==> src/rtl/fetch_pkg.sv <==
// Shared types and constants for the instruction fetch front end.
package fetch_pkg;

  localparam int          FETCH_ADDR_W      = 32;
  localparam int          FETCH_DATA_W      = 32;
  localparam int          FQ_DEPTH_DEFAULT  = 8;
  localparam logic [31:0] RESET_PC_DEFAULT  = 32'h0000_0000;

  function automatic int fq_ptr_w(input int depth);
    return $clog2(depth);
  endfunction

  localparam int FQ_PTR_W = fq_ptr_w(FQ_DEPTH_DEFAULT);

  typedef enum logic {
    ST_RUN  = 1'b0,
    ST_HALT = 1'b1
  } fetch_state_e;

  typedef struct packed {
    logic [FETCH_DATA_W-1:0] instr;
    logic [FETCH_ADDR_W-1:0] addr;
    logic                    pred_taken;
  } fetch_entry_t;

endpackage

==> src/rtl/fetch_queue.sv <==
// Two-in / two-out circular buffer holding fetched instructions for decode.
module fetch_queue
  import fetch_pkg::*;
#(
  parameter int  FQ_DEPTH = FQ_DEPTH_DEFAULT,
  parameter type entry_t  = fetch_entry_t
) (
  input  logic                        clk,
  input  logic                        rst,
  input  logic                        flush,
  input  logic [1:0]                  push_cnt,
  input  entry_t                      push_entry_0,
  input  entry_t                      push_entry_1,
  input  logic [1:0]                  pop_cnt,
  output logic [fq_ptr_w(FQ_DEPTH):0] count,
  output entry_t                      head_entry_0,
  output entry_t                      head_entry_1
);

  localparam int PTR_W = fq_ptr_w(FQ_DEPTH);
  localparam int CNT_W = PTR_W + 1;

  entry_t           mem_q [FQ_DEPTH];
  entry_t           mem_d [FQ_DEPTH];
  logic [PTR_W-1:0] head_q, head_d, head_p1;
  logic [PTR_W-1:0] tail_q, tail_d, tail_p1;
  logic [CNT_W-1:0] count_q, count_d;

  assign head_p1 = head_q + PTR_W'(1);
  assign tail_p1 = tail_q + PTR_W'(1);

  always_comb begin
    mem_d   = mem_q;
    head_d  = head_q;
    tail_d  = tail_q;
    count_d = count_q;
    if (flush) begin
      head_d  = '0;
      tail_d  = '0;
      count_d = '0;
    end else begin
      if (push_cnt != 2'd0) mem_d[tail_q]  = push_entry_0;
      if (push_cnt == 2'd2) mem_d[tail_p1] = push_entry_1;
      tail_d  = tail_q + PTR_W'(push_cnt);
      head_d  = head_q + PTR_W'(pop_cnt);
      count_d = count_q + CNT_W'(push_cnt) - CNT_W'(pop_cnt);
    end
  end

  always_ff @(posedge clk) begin
    if (rst) begin
      head_q  <= '0;
      tail_q  <= '0;
      count_q <= '0;
    end else begin
      head_q  <= head_d;
      tail_q  <= tail_d;
      count_q <= count_d;
    end
  end

  // Payload storage needs no reset; validity comes from count alone.
  always_ff @(posedge clk) begin
    mem_q <= mem_d;
  end

  assign count        = count_q;
  assign head_entry_0 = mem_q[head_q];
  assign head_entry_1 = mem_q[head_p1];

endmodule

==> src/rtl/fetch_controller.sv <==
// Instruction fetch initiator: PC, two-wide request, push control and fetch queue.
//   state   | meaning
//   ST_RUN  | issuing requests, pushing returned pairs when the queue has room
//   ST_HALT | ran off the end of memory; waits for a redirect
module fetch_controller
  import fetch_pkg::*;
#(
  parameter int                    ADDR_WIDTH = FETCH_ADDR_W,
  parameter int                    DATA_WIDTH = FETCH_DATA_W,
  parameter int                    FQ_DEPTH   = FQ_DEPTH_DEFAULT,
  parameter logic [ADDR_WIDTH-1:0] RESET_PC   = ADDR_WIDTH'(RESET_PC_DEFAULT)
) (
  input  logic                  clk,
  input  logic                  rst,
  output logic [ADDR_WIDTH-1:0] bp_pc,
  input  logic                  bp_taken,
  input  logic [ADDR_WIDTH-1:0] bp_target,
  output logic [ADDR_WIDTH-1:0] mem_addr,
  output logic                  mem_predict_taken,
  output logic [ADDR_WIDTH-1:0] mem_predict_target,
  input  logic [DATA_WIDTH-1:0] mem_instr_0,
  input  logic [DATA_WIDTH-1:0] mem_instr_1,
  input  logic [1:0]            mem_valid,
  input  logic                  redirect_valid,
  input  logic [ADDR_WIDTH-1:0] redirect_pc,
  output logic [1:0]            fq_valid,
  output logic [DATA_WIDTH-1:0] fq_instr_0,
  output logic [DATA_WIDTH-1:0] fq_instr_1,
  output logic [ADDR_WIDTH-1:0] fq_addr_0,
  output logic [ADDR_WIDTH-1:0] fq_addr_1,
  output logic                  fq_pred_taken_0,
  output logic                  fq_pred_taken_1,
  input  logic [1:0]            fq_pop,
  output logic                  halted
);

  localparam int CNT_W = fq_ptr_w(FQ_DEPTH) + 1;

  typedef struct packed {
    logic [DATA_WIDTH-1:0] instr;
    logic [ADDR_WIDTH-1:0] addr;
    logic                  pred_taken;
  } entry_t;

  fetch_state_e          state_q, state_d;
  logic [ADDR_WIDTH-1:0] pc_q, pc_d;
  logic [CNT_W-1:0]      count;
  logic                  can_push;
  logic                  flush;
  logic [1:0]            push_cnt;
  logic [1:0]            pop_cnt;
  entry_t                push_entry_0, push_entry_1;
  entry_t                head_entry_0, head_entry_1;
  logic                  unused_redirect_lsb;

  assign unused_redirect_lsb = ^redirect_pc[1:0];

  assign bp_pc              = pc_q;
  assign mem_addr           = pc_q;
  assign mem_predict_taken  = bp_taken;
  assign mem_predict_target = bp_taken ? bp_target : pc_q + ADDR_WIDTH'(4);

  // Room for a full pair is judged on occupancy before this cycle's pops.
  assign can_push = (state_q == ST_RUN) && !redirect_valid
                    && (count <= CNT_W'(FQ_DEPTH - 2));

  assign push_entry_0 = '{instr: mem_instr_0, addr: pc_q, pred_taken: bp_taken};
  assign push_entry_1 = '{instr: mem_instr_1, addr: mem_predict_target, pred_taken: 1'b0};

  always_comb begin
    state_d  = state_q;
    pc_d     = pc_q;
    push_cnt = 2'd0;
    flush    = 1'b0;
    if (redirect_valid) begin
      flush   = 1'b1;
      state_d = ST_RUN;
      pc_d    = {redirect_pc[ADDR_WIDTH-1:2], 2'b00};
    end else if (can_push) begin
      if (!mem_valid[0]) begin
        state_d = ST_HALT;
      end else if (mem_valid[1]) begin
        push_cnt = 2'd2;
        pc_d     = mem_predict_target + ADDR_WIDTH'(4);
      end else begin
        push_cnt = 2'd1;
        pc_d     = mem_predict_target;
      end
    end
  end

  always_ff @(posedge clk) begin
    if (rst) begin
      state_q <= ST_RUN;
      pc_q    <= RESET_PC;
    end else begin
      state_q <= state_d;
      pc_q    <= pc_d;
    end
  end

  assign fq_valid = {count >= CNT_W'(2), count >= CNT_W'(1)};

  always_comb begin
    pop_cnt = 2'd0;
    if (fq_pop == 2'b11 && fq_valid[1])  pop_cnt = 2'd2;
    else if (fq_pop[0] && fq_valid[0])   pop_cnt = 2'd1;
  end

  always_ff @(posedge clk) begin
    if (!rst) begin
      assert (fq_pop != 2'b10);
      assert (!(fq_pop[0] && !fq_valid[0]) && !(fq_pop[1] && !fq_valid[1]));
    end
  end

  fetch_queue #(
    .FQ_DEPTH (FQ_DEPTH),
    .entry_t  (entry_t)
  ) u_fetch_queue (
    .clk          (clk),
    .rst          (rst),
    .flush        (flush),
    .push_cnt     (push_cnt),
    .push_entry_0 (push_entry_0),
    .push_entry_1 (push_entry_1),
    .pop_cnt      (pop_cnt),
    .count        (count),
    .head_entry_0 (head_entry_0),
    .head_entry_1 (head_entry_1)
  );

  assign fq_instr_0      = head_entry_0.instr;
  assign fq_instr_1      = head_entry_1.instr;
  assign fq_addr_0       = head_entry_0.addr;
  assign fq_addr_1       = head_entry_1.addr;
  assign fq_pred_taken_0 = head_entry_0.pred_taken;
  assign fq_pred_taken_1 = head_entry_1.pred_taken;

  assign halted = (state_q == ST_HALT);

endmodule

==> config.mk <==
export PLATFORM = sky130hd
export DESIGN_NAME = fetch_controller
export DESIGN_NICKNAME = d
export VERILOG_FILES = /design/src/rtl/fetch_pkg.sv /design/src/rtl/fetch_queue.sv /design/src/rtl/fetch_controller.sv
export SDC_FILE = /design/constraint.sdc
export NUM_CORES = 2
export LEC_CHECK = 0
export CAP_MARGIN = 15
export CORE_MARGIN = 2
export CORE_UTILIZATION = 30
export DETAILED_ROUTE_END_ITERATION = 8
export PLACE_DENSITY = 0.49
export RECOVER_POWER = 50
export SETUP_SLACK_MARGIN = 0.4
export SYNTH_ARGS = -nofsm -noshare
export SYNTH_HDL_FRONTEND = slang
export SYNTH_SLANG_ARGS = --single-unit
==> constraint.sdc <==
create_clock -name clk -period 13.85 [get_ports clk]
set_clock_uncertainty 0.2 [all_clocks]
set_input_delay 2.77 -clock clk [delete_from_list [all_inputs] [get_ports clk]]
set_output_delay 2.77 -clock clk [all_outputs]
set_load 0.01 [all_outputs]
# After elaboration in Yosys (flattened, before gate mapping)
# Index checks and enable logic that the tools add are counted.
[totals]
regBits = 563
output_inout_bits = 230
wordCells = 97
inputBits = 136
[classes]
magnitude_cmp = 9
n_reduce_logical = 15
bitwise = 6
n_addsub = 8
muxes = 27
n_eq_ne = 2
[op_table]
columns = ["cell", "count"]
rows = [
  ["520-bit 2-to-1 mux", 3],
  ["520-bit bitwise mux", 2],
  ["65-bit binary-select mux with 3-bit select", 2],
  ["65-bit demux with 3-bit select", 2],
  ["65-bit 2-to-1 mux", 6],
  ["32-bit 2-to-1 mux", 5],
  ["32-bit by 3-bit adder with 32-bit output, second input constant", 2],
  ["4-bit >= comparator, second input constant", 4],
  ["3-bit NOT with 4-bit output", 4],
  ["2-bit 2-to-1 mux", 5],
  ["4-bit by 1-bit < comparator with 1-bit output, second input constant", 2],
  ["3-bit by 1-bit adder with 3-bit output, second input constant", 2],
  ["3-bit by 2-bit adder with 3-bit output", 2],
  ["1-bit logical AND", 6],
  ["2-bit AND reduction", 3],
  ["2-bit nonzero test", 3],
  ["4-bit by 2-bit adder with 4-bit output", 1],
  ["2-bit equality test, second input constant", 2],
  ["4-bit by 1-bit >= comparator with 1-bit output, second input constant", 1],
  ["4-bit by 2-bit >= comparator with 1-bit output, second input constant", 1],
  ["4-bit by 3-bit <= comparator with 1-bit output, second input constant", 1],
  ["2-bit OR reduction", 2],
  ["4-bit by 2-bit subtractor with 4-bit output", 1],
  ["1-bit 2-to-1 mux", 2],
  ["2 further kinds", 3],
]

# Depth between registers and ports, before layout
[depth]
word_depth = 10
mapped_depth = 13
mapped_depth_nobuf = 12

# Hierarchy
# From an unflattened synthesis, not the netlist that was laid out.
[unflattened]
cells_unflattened = 4310
hier_area_um2 = 41593.6
[modules_own_cells]
columns = ["module", "n_inst", "cells_per_inst", "area_each_um2", "seq_area_each_um2"]
rows = [
  ["fetch_queue", 1, 3795, 37925.1, 15815.2],
  ["fetch_controller", 1, 515, 3668.5, 660.6],
]

# Worst setup path before layout
# OpenSTA, ideal clock, no wires.
[synth_timing]
path_kind = "input to register"
from = "in redirect_valid"
to = "reg pc_q[30] (netlist: bp_pc[30])"
required_ps = 13588
cell_stages = 7
setup_slack_ps = -765
n_path_buf = 1
setup_time_ps = 62
arrival_time_ps = 14352
cell_sequence = "clkbuf_1 inv_1 and3_1 a21oi_1 nor2_1 a31oi_1 nand3_1"
[synth_between]
elab_chain_cells = 5
word_cells_on_any_way = 7
cone_classes = "1 x mux; 6 x reduce/logical"
[synth_rtl]
columns = ["element", "line", "source"]
rows = [
  ["from (decl)", "fetch_controller.sv:24", "input logic redirect_valid,"],
  ["1-bit zero test", "fetch_controller.sv:64", "assign can_push = (state_q == ST_RUN) && !redirect_valid"],
  ["1-bit logical AND", "fetch_controller.sv:64", ""],
  ["1-bit logical AND", "fetch_controller.sv:65", "&& (count <= CNT_W'(FQ_DEPTH - 2));"],
  ["2-bit nonzero test (no source line)", "n/a", ""],
  ["2-bit AND reduction (no source line)", "n/a", ""],
  ["to (signal assigned)", "fetch_controller.sv:98", "pc_q <= pc_d;"],
  ["to (decl)", "fetch_controller.sv:46", "logic [ADDR_WIDTH-1:0] pc_q, pc_d;"],
]
# Several ways; a longest one is shown, not always the timed one.
# A chain may end at the register's enable or synchronous reset.

# Final worst setup path
[layout_timing]
from = "in redirect_valid"
to = "reg u_fetch_queue.mem_q[511] (netlist bit), data pin"
[layout_between]
elab_chain_cells = 10
word_cells_on_any_way = 11
cone_classes = "1 x eq/ne; 6 x mux; 4 x reduce/logical"
[layout_rtl]
columns = ["element", "line", "source"]
rows = [
  ["1-bit zero test", "fetch_controller.sv:64", ""],
  ["1-bit logical AND", "fetch_controller.sv:64", ""],
  ["1-bit logical AND", "fetch_controller.sv:65", ""],
  ["2-bit 2-to-1 mux", "fetch_controller.sv:79", "end else if (can_push) begin"],
  ["2-bit 2-to-1 mux *", "fetch_controller.sv:75", "if (redirect_valid) begin"],
  ["2-bit nonzero test", "fetch_queue.sv:42", "if (push_cnt != 2'd0) mem_d[tail_q] = push_entry_0;"],
  ["520-bit 2-to-1 mux", "fetch_queue.sv:42", ""],
  ["520-bit 2-to-1 mux", "fetch_queue.sv:37", "if (flush) begin"],
  ["520-bit bitwise mux", "fetch_queue.sv:43", "if (push_cnt == 2'd2) mem_d[tail_p1] = push_entry_1;"],
  ["520-bit 2-to-1 mux *", "fetch_queue.sv:43", ""],
  ["to (signal assigned)", "fetch_queue.sv:64", "mem_q <= mem_d;"],
  ["to (decl)", "fetch_queue.sv:23", "entry_t mem_q [FQ_DEPTH];"],
]
# Mark *: on every way between the ends. The rest lies on a longest branch, timed or not. The select of a mux whose other input is x is not followed.

==> impl_results.html <==
<table>
<tr><th>Metric</th><th>Value</th></tr>
<tr><th colspan="2">Critical path</th></tr>
<tr><td>Launching point of the worst reg2reg path</td><td>u_fetch_queue.count[3]</td></tr>
<tr><td>Largest driver fanout on the critical path</td><td>76</td></tr>
<tr><td>Required time at the worst-slack endpoint</td><td>13.99 ns</td></tr>
<tr><td>Worst setup path startpoint</td><td>redirect_valid</td></tr>
<tr><td>Arrival time at the worst endpoint</td><td>10.64 ns</td></tr>
<tr><td>Sort of element at the end of the critical path</td><td>flop</td></tr>
<tr><td>Critical Path Source Type</td><td>primary input</td></tr>
<tr><td>Worst setup path class</td><td>primary input to flop</td></tr>
<tr><th colspan="2">Timing</th></tr>
<tr><td>Part of the cycle the worst path needs</td><td>0.758</td></tr>
<tr><td>Peak Freq</td><td>95.2 MHz</td></tr>
<tr><td>Total Neg Setup Slack</td><td>0 ns</td></tr>
<tr><td>Pin slew with the least headroom to its limit</td><td>4.68 ns</td></tr>
<tr><td>Pins Over Slew Limit</td><td>645</td></tr>
<tr><td>Number of endpoints failing setup at the final stage</td><td>0</td></tr>
<tr><td>Final Worst Setup Slack</td><td>3.35 ns</td></tr>
<tr><td>Final count of hold timing violations</td><td>0</td></tr>
<tr><td>Unrepaired setup endpoints after global routing</td><td>false</td></tr>
<tr><td>Max-Slew Margin vs Limit</td><td>-2.12</td></tr>
<tr><td>Post-layout minimum cycle time</td><td>10.50 ns</td></tr>
<tr><th colspan="2">Placement</th></tr>
<tr><td># placed instances</td><td>5087</td></tr>
<tr><td>Placement-stage worst setup slack</td><td>5.12 ns</td></tr>
<tr><td>Buffers on Ports</td><td>363</td></tr>
<tr><td>Global placer's final weighted congestion</td><td>0.808</td></tr>
<tr><td>Placed Area</td><td>43100 um2</td></tr>
<tr><td>Post-detailed-placement half-perimeter wirelength</td><td>84900 um</td></tr>
<tr><th colspan="2">Floorplanning</th></tr>
<tr><td>Site Rows</td><td>131</td></tr>
<tr><td>Die boundary width</td><td>362 um</td></tr>
<tr><td>Effective utilization at floorplan</td><td>0.302</td></tr>
<tr><td>Number of ports placed on the die boundary</td><td>366</td></tr>
<tr><td>Overall die height</td><td>362 um</td></tr>
<tr><td>Placeable Area</td><td>127000 um2</td></tr>
<tr><td>Die area</td><td>131000 um2</td></tr>
<tr><th colspan="2">Detailed routing</th></tr>
<tr><td>Vias after detailed routing</td><td>28.7k</td></tr>
<tr><td>Antenna-violating nets left</td><td>0</td></tr>
<tr><td>First-pass iteration count of the detailed router</td><td>6</td></tr>
<tr><td>Wirelength, routed</td><td>143000 um</td></tr>
<tr><td>Starting DRT DRC Count</td><td>2814</td></tr>
<tr><td>Routed length per instance</td><td>27.4 um</td></tr>
<tr><td>Drt via density</td><td>5.50</td></tr>
<tr><td>DRC viols</td><td>0</td></tr>
<tr><th colspan="2">Logic synthesis</th></tr>
<tr><td>Cell count after synthesis</td><td>3401</td></tr>
<tr><td>Post-synth cell types</td><td>73</td></tr>
<tr><td>Most frequently used cell type in the post-synthesis netlist</td><td>edfxtp_1</td></tr>
<tr><td>YS warnings</td><td>0</td></tr>
<tr><td>Post-synth top flop</td><td>edfxtp_1</td></tr>
<tr><td>Cell type with the highest aggregate area in the netlist</td><td>edfxtp_1</td></tr>
<tr><td>Commonest cells in the synthesized netlist</td><td>edfxtp_1 (520), mux2i_1 (514), nor2_1 (340)</td></tr>
<tr><td>EDFF count, synth</td><td>520</td></tr>
<tr><td>Post-synth ARST share</td><td>0</td></tr>
<tr><td>Synthesized area</td><td>38400 um2</td></tr>
<tr><td>Flop and latch count out of synthesis</td><td>563</td></tr>
<tr><td>Portion of the post-synthesis area used by sequential elements</td><td>0.429</td></tr>
<tr><td>Largest cells by area after synthesis</td><td>edfxtp_1 (41%), mux4_2 (15%), mux2i_1 (13%), mux2_2 (4.1%), a21oi_1 (4.0%)</td></tr>
<tr><td>Synthesized area per cell</td><td>11.3 um2</td></tr>
<tr><td>Synth Net Count</td><td>3553</td></tr>
<tr><td>Post-synth top area share</td><td>0.407</td></tr>
<tr><th colspan="2">Pwr</th></tr>
<tr><td>Final Power</td><td>5640 uW</td></tr>
<tr><td>Highest ir drop seen on vdd</td><td>0.0819 mV</td></tr>
<tr><td>Ratio of total power to cell area</td><td>125 nW/um2</td></tr>
<tr><td>Pleak</td><td>0.0141 uW</td></tr>
<tr><th colspan="2">Global route</th></tr>
<tr><td>Total global-route track usage</td><td>0.213</td></tr>
<tr><td>Initial antenna violation count</td><td>13</td></tr>
<tr><td>First-pass GRT wire length</td><td>206000 um</td></tr>
<tr><td>Vias in the first global route</td><td>27.8k</td></tr>
<tr><td>Sum of overflow across all layers after global routing</td><td>0</td></tr>
<tr><td>Pin count of the biggest net entering global routing</td><td>170</td></tr>
<tr><th colspan="2">Clock tree</th></tr>
<tr><td>CTS Sinks</td><td>563</td></tr>
<tr><td>Quantity of hold-fixing buffers added after cts</td><td>0</td></tr>
<tr><td>CTS Buffer Depth</td><td>3</td></tr>
<tr><td>CTS tree</td><td>built</td></tr>
<tr><td>Number of buffers added by the clock tree synthesis step</td><td>76</td></tr>
<tr><td>Setup bufs post-CTS</td><td>0</td></tr>
<tr><td>H-tree levels</td><td>3</td></tr>
<tr><td>Clk slew on worst S/H paths</td><td>0.06 ns</td></tr>
<tr><td>Post-cts sizing count</td><td>0</td></tr>
<tr><td>CTS root buf</td><td>clkbuf_16</td></tr>
<tr><td>Clock network latency to the later pin of the worst-skew pair</td><td>0.65 ns</td></tr>
<tr><th colspan="2">Layout</th></tr>
<tr><td>Post-Layout Inst Area</td><td>45300 um2</td></tr>
<tr><td>Fill count</td><td>12.5k</td></tr>
<tr><td>Layout cells sized above 1</td><td>0.171</td></tr>
<tr><td>Post-layout net count</td><td>3656</td></tr>
<tr><td>Post-route insts no fill</td><td>5223</td></tr>
<tr><td>Area growth, synth to finish</td><td>18.0%</td></tr>
<tr><th colspan="2">Status</th></tr>
<tr><td>Violations in the final reports</td><td>max-capacitance violations, max-slew violations</td></tr>
<tr><td>Result of the run</td><td>complete, but fails checks</td></tr>
<tr><th colspan="2">Worst hold path</th></tr>
<tr><td>Hold Crit Class</td><td>flop to flop</td></tr>
<tr><td>Beginning of the worst hold path</td><td>halted</td></tr>
<tr><th colspan="2">Flow run</th></tr>
<tr><td>Number of violations of the max-capacitance limit</td><td>13</td></tr>
</table>
## layout make-up
class / count / area (um2) / area share
Multi-Input combinational cell: 2381 / 20100 / 0.443
Sequential cell: 563 / 16500 / 0.364
Timing Repair Buffer: 460 / 4280 / 0.0944
Tap cell: 1662 / 2080 / 0.0459
Clock buffer: 103 / 2050 / 0.0452
Clock inverter: 30 / 238 / 0.00525
Inverter: 22 / 85.1 / 0.00188
Antenna cell: 2 / 5.00 / 0.000111
## worst max-delay path, stage by stage
cell and delay (ns):
buf_2 0.09, clkbuf_1 0.87, a2111oi_0 1.15, and2_0 0.22, clkbuf_1 1.19, nand2_1 0.55, nor2_4 0.20, clkbuf_1 2.25
buf_4 1.05, o21ai_0 0.23
## cells by family (layout without fill, tap and decap cells)
logic type               count (synthesis)  in the layout  share of synthesized area
multiplexers                           914            914                      0.328
AND/OR/NAND/NOR                        777            777                     0.0880
AO/OA/AOI/OAI                          646            646                     0.0911
flip-flops                             563            563                      0.429
buffers and inverters                  457            615                     0.0514
XOR/XNOR                                28             28                    0.00639
adder cells (fa/ha/maj)                 16             16                    0.00600
other                                    0              2                          0
## report_power, final
part,leakage (uW),switching (uW),total [uW],internal [uW]
clock,0.00111,818,1910,1090
combinational,0.00757,760,1580,822
sequential,0.00546,128,2150,2020
## routing by layer
metal / vias to the layer above / global-route usage / wire (um) / part of all wire
met1: 14474 / 0.296 / 63800 / 0.45
li1: 13052 / - / - / -
met5: - / 0 / 111 / 0.00078
met4: 20 / 0.0513 / 2880 / 0.020
met3: 176 / 0.0408 / 9720 / 0.068
met2: 1007 / 0.343 / 66700 / 0.47
## through the flow
| step | hold WS [ns] | util |
|---|---|---|
| after global placement | 0.295 | 0.339 |
| after floorplan | 0.317 | - |
| after global routing | 0.375 | 0.356 |
| final | 0.312 | 0.356 |
| after detailed placement | 0.293 | 0.339 |
| after CTS | 0.322 | 0.357 |
## flip-flops by register name, indices dropped and copies added, names as in the netlist
register,flops
u_fetch_queue.head_q,3
u_fetch_queue.tail_q,3
u_fetch_queue.mem_q,520
bp_pc,32
halted,1
u_fetch_queue.count,4
## cells in the final DEF (no fill, tap or decap), types with 50 or more instances in the layout
master / instances
mux2_2: 140
mux2i_1: 514
mux4_2: 260
nor2_1: 338
edfxtp_1: 520
clkbuf_1: 50
dlygate4sd3_1: 55
clkbuf_16: 78
a21oi_1: 310
buf_4: 69
nand2_1: 275
o21ai_0: 239
clkdlybuf4s50_1: 305
## final timing paths
check,endpoint,slack [ns],cells after the start
setup / recovery,u_fetch_queue.mem_q[511],3.35,10
setup reg to reg,u_fetch_queue.mem_q[511],6.03,11
hold reg to reg,halted,0.31,2
hold / removal,halted,0.31,2
Note: power is estimated with default switching activity, not from simulation.
